## src/rtl/tdm_demux13.sv

```systemverilog
// tdm_demux13: receive-side 13-channel TDM demultiplexer with frame-lock tracking.
// Optional feature macro TDM_PARITY_EN appends an even-parity slot to every frame.
module tdm_demux13 #(
  parameter int unsigned NUM_CH = 13,
  parameter int unsigned CNT_W  = 4
) (
  input  logic              i_clk,
  input  logic              i_rst,
  input  logic              i_din,
  input  logic              i_din_valid,
  input  logic              i_frame_sync,
  output logic [NUM_CH-1:0] o_dout,
  output logic              o_frame_valid,
  output logic [CNT_W-1:0]  o_slot,
  output logic              o_locked,
  output logic              o_sync_err,
  output logic              o_parity_err
);

`ifdef TDM_PARITY_EN
  localparam int unsigned LAST = NUM_CH;
`else
  localparam int unsigned LAST = NUM_CH - 1;
`endif
  localparam logic [CNT_W-1:0] LastSlot = CNT_W'(LAST);

  typedef enum logic [0:0] {StIdle, StRun} state_e;

  state_e             r_state, w_state_d;
  logic [CNT_W-1:0]   r_slot, w_slot_d;
  logic [NUM_CH-1:0]  r_shadow, w_shadow_d;
  logic [NUM_CH-1:0]  r_dout, w_dout_d;
  logic               r_frame_valid, w_frame_valid_d;
  logic               r_sync_err, w_sync_err_d;
  logic               r_parity_err, w_parity_err_d;
  logic [NUM_CH-1:0]  w_shadow_wr;

`ifdef TDM_PARITY_EN
  logic               w_parity_ok;
  assign w_parity_ok = ~((^r_shadow) ^ i_din);
`endif

  // Shadow with the current sample steered into its slot position.
  always_comb begin
    w_shadow_wr = r_shadow;
    for (int k = 0; k < int'(NUM_CH); k++) begin
      if (r_slot == CNT_W'(k)) begin
        w_shadow_wr[k] = i_din;
      end
    end
  end

  always_comb begin
    w_state_d        = r_state;
    w_slot_d         = r_slot;
    w_shadow_d       = r_shadow;
    w_dout_d         = r_dout;
    w_frame_valid_d  = 1'b0;
    w_sync_err_d     = 1'b0;
    w_parity_err_d   = 1'b0;

    unique case (r_state)
      StIdle: begin
        if (i_din_valid && i_frame_sync) begin
          w_shadow_d    = '0;
          w_shadow_d[0] = i_din;
          w_slot_d      = CNT_W'(1);
          w_state_d     = StRun;
        end
      end
      StRun: begin
        if (i_din_valid) begin
          if (i_frame_sync) begin
            // Sync anywhere but slot 0 drops the partial frame and restarts it.
            if (r_slot != '0) begin
              w_sync_err_d = 1'b1;
            end
            w_shadow_d    = '0;
            w_shadow_d[0] = i_din;
            w_slot_d      = CNT_W'(1);
          end else if (r_slot == '0) begin
            // Slot 0 without sync: lock lost, sample discarded.
            w_sync_err_d = 1'b1;
            w_shadow_d   = '0;
            w_state_d    = StIdle;
          end else if (r_slot == LastSlot) begin
            w_slot_d   = '0;
            w_shadow_d = '0;
`ifdef TDM_PARITY_EN
            if (w_parity_ok) begin
              w_dout_d        = r_shadow;
              w_frame_valid_d = 1'b1;
            end else begin
              w_parity_err_d  = 1'b1;
            end
`else
            w_dout_d        = w_shadow_wr;
            w_frame_valid_d = 1'b1;
`endif
          end else begin
            w_shadow_d = w_shadow_wr;
            w_slot_d   = r_slot + 1'b1;
          end
        end
      end
    endcase
  end

  always_ff @(posedge i_clk) begin
    if (i_rst) begin
      r_state       <= StIdle;
      r_slot        <= '0;
      r_shadow      <= '0;
      r_dout        <= '0;
      r_frame_valid <= 1'b0;
      r_sync_err    <= 1'b0;
      r_parity_err  <= 1'b0;
    end else begin
      r_state       <= w_state_d;
      r_slot        <= w_slot_d;
      r_shadow      <= w_shadow_d;
      r_dout        <= w_dout_d;
      r_frame_valid <= w_frame_valid_d;
      r_sync_err    <= w_sync_err_d;
      r_parity_err  <= w_parity_err_d;
    end
  end

  assign o_dout        = r_dout;
  assign o_frame_valid = r_frame_valid;
  assign o_slot        = r_slot;
  assign o_locked      = (r_state == StRun);
  assign o_sync_err    = r_sync_err;
  assign o_parity_err  = r_parity_err;

endmodule

```

## config.mk

```make
export PLATFORM = sky130hd
export DESIGN_NAME = tdm_demux13
export DESIGN_NICKNAME = d
export VERILOG_FILES = /design/src/rtl/tdm_demux13.sv
export SDC_FILE = /design/constraint.sdc
export NUM_CORES = 1
export LEC_CHECK = 0
export BUFFER_PORTS_ARGS = -buffer_cell sky130_fd_sc_hd__buf_2
export CORE_MARGIN = 2
export CORE_UTILIZATION = 59
export CTS_CLUSTER_SIZE = 28
export DETAILED_ROUTE_END_ITERATION = 10
export PLACE_DENSITY_LB_ADDON = 0.05
export SKIP_CTS_REPAIR_TIMING = 1
export SLEW_MARGIN = 20
export SYNTH_ARGS = -nofsm -noshare
export SYNTH_HDL_FRONTEND = slang
export SYNTH_SLANG_ARGS = --single-unit
```

## constraint.sdc

```tcl
create_clock -name i_clk -period 3.7 [get_ports i_clk]
set_clock_uncertainty 0.1 [all_clocks]
set_input_delay 0.37 -clock i_clk [delete_from_list [all_inputs] [get_ports i_clk]]
set_output_delay 0.37 -clock i_clk [all_outputs]
set_load 0.02 [all_outputs]
```

==> results.ini <==
[clocking]
cts_buffer_depth = 2
clock_latency_ns = 0.33
clk_pin_slew_worst_paths_ns = 0.09
cts_tree = built
cts_buffers = 5
clock_sinks = 32
cts_htree_levels = 2
cts_root_buffer = clkbuf_4

[sta]
relSlewSlack_pct = 47.1
period_share_pct = 65.0
fmax_ghz = 0.416
tightest_slew_ns = 0.792
hold_viol = 0
slew_viol_final = 0
fin_tns_setup_ns = 0
setup-violations-final = 0
rsz0062_at_grt = no
period_minus_slack_ns = 2.40

[hold_path]
hold_end = r_shadow[0]
hold_path_class = input pin to flop
whs_path_depth = 2
min-delay-start = i_din_valid

[synthesis]
yosysWarningCount = 0
synth-edff-count = 0
syn_area_per_cell_um2 = 9.77
synth_flop_cell = dfxtp_1
ys_async_sr_fraction_pct = 0
synth_cell_types = 38
netlist_area_um2 = 1530
syn_inst = 157
syn_nets = 168
seq_area_frac_synth_pct = 41.8
ys_seq_elements = 32

[detailed_routing]
routed_via_density = 6.26
avgRoutedWirePerCell_um = 16.2
vias = 1270
ant_nets = 0
finalWirelength_um = 3280
dr.pass1.iters = 4
drc = 0
dr.first_iter.drc_count = 29

[setup_path]
timing.rr.end = o_dout[7]
end_kind = flop
r2r_start = o_slot[0]
path_cells = inv_1 -> ha_1 -> nor3b_1 -> inv_1 -> ha_1 -> and2_1 -> a21oi_1 -> a211oi_1
rrSetupSlack_ns = 1.30
reg2reg_depth = 8
critPathKind = flop to flop
required_ns = 3.80
path_max_fanout = 13
arrival_ns = 2.50
cp_slowest_cell = nor3b_1
cp-start-kind = flop
max_stage_delay_ns = 0.44

[power]
p_leak_nw = 0.667
vdd_drop_max_v = 0.000378
p_per_area_nw_per_um2 = 386

[global_routing]
antenna_found_initial = 0
grt_max_degree = 23
grt_pass1_wl_um = 5050
grt-ovfl-total = 0
grt_pass1_vias = 1104
track_usage_pct = 23.9

[floorplanning]
ios = 26
dieArea_um2 = 3020
initial_utilization_pct = 61.9
row_count = 18
die_w_um = 55.0
core_area_um2 = 2480
die_h_um = 55.0

[placement]
gp_congestion = 0.801
numPortBuffers = 24
dpl.hpwl_um = 2300
place_area_um2 = 1610

[finish]
seq_area_um2 = 641
fin_util_pct = 67.9
stdcell_area_um2 = 1680
diodes = 0
nets = 183
final_layout_size_suffix_gt1_share_pct = 19.7
multiInputGateArea_um2 = 790
layout_commonest_cell = dfxtp_1
fillCellCount = 217
area_growth_pct = 9.71
mostFrequentLayoutCells = dfxtp_1, buf_2, a21oi_1

[run]
drv_cap = 0

[status]
status = complete, no violations

registers in the layout, summed over array words and instances (netlist names):
register       cells
o_dout            13
o_slot             4
r_shadow          12
o_frame_valid      1
o_sync_err         1
o_locked           1
final cells by class:
type	instances	share of cell area, %
multi-input combinational	104	46.9
sequential	32	38.1
timing repair buffer	24	7.14
clock buffer	6	2.45
tap	30	2.23
clock inverter	2	2.08
inverter	5	1.12
cells in the mapped netlist, types with 4 or more instances:
cell type,n,area share [%]
dfxtp_1,32,42
inv_1,5,1.2
buf_2,8,2.6
o2bb2ai_1,11,6.3
ha_1,6,4.9
mux2i_1,11,7.2
clkbuf_1,4,0.98
nand3b_1,8,3.9
a21oi_1,17,5.5
o21ai_0,5,1.6
nand3_1,5,1.6
buf_4,4,2.0
a211oi_1,11,5.4
how the worst max path moves through the flow:
| stage | cells after the start | start | slack [ns] | to |
|---|---|---|---|---|
| 2_1_floorplan | 10 | o_slot[0] | 1.53 | o_dout[4] |
| 5_1_grt | 8 | o_slot[0] | 1.12 | o_dout[5] |
| 4_1_cts | 8 | o_slot[0] | 1.30 | o_dout[7] |
| 6_report | 8 | o_slot[0] | 1.30 | o_dout[7] |
| 3_5_place_dp | 8 | o_slot[0] | 1.30 | o_dout[7] |
| 3_3_place_gp | 8 | o_slot[0] | 1.46 | o_dout[9] |
logic make-up (layout without fill, tap and decap cells):
| group | Yosys count | count (layout) | share of synthesized area [%] |
|---|---|---|---|
| fa+ha+maj | 6 | 6 | 4.89 |
| mux | 11 | 11 | 7.18 |
| compound gates | 54 | 54 | 24.2 |
| flops | 32 | 32 | 41.8 |
| xor+xnor | 1 | 1 | 0.571 |
| buf+inv | 21 | 37 | 6.77 |
| other cells | 1 | 1 | 0.244 |
| simple gates | 31 | 31 | 14.4 |
worst max-delay path, delay by kind of cell (launching register included):
| kind | cells | cell delay (ns) |
|---|---|---|
| AOI/OAI and AO/OA | 2 | 0.32 |
| adders and majority gates | 2 | 0.53 |
| buffers and inverters | 2 | 0.22 |
| DFF | 1 | 0.36 |
| and+or+nand+nor | 2 | 0.75 |
metrics by stage:
stage	hold slack, ns	worst slack, ns	instances	power, mW
6_report	0.259	1.30	203	0.650
5_1_grt	0.273	1.12	203	0.670
4_1_cts	0.243	1.30	203	0.655
3_5_place_dp	0.348	1.30	195	0.399
3_3_place_gp	0.344	1.46	195	0.397
2_1_floorplan	0.332	1.53	157	0.389
routing by layer:
layer  track usage, %  up-vias  part of all wire, %
li1                 -      619                    -
met1             31.0      616                   47
met2             37.5       28                   47
met3             7.26        7                  4.4
met4             8.54        0                  1.5
met5                0        -                    0
where the power goes:
| part | total [mW] | internal [mW] | switching, mW |
|---|---|---|---|
| clock network | 0.259 | 0.142 | 0.117 |
| registers | 0.350 | 0.346 | 0.00326 |
| logic | 0.0411 | 0.0130 | 0.0282 |
Note: power is estimated with default switching activity, not from simulation.
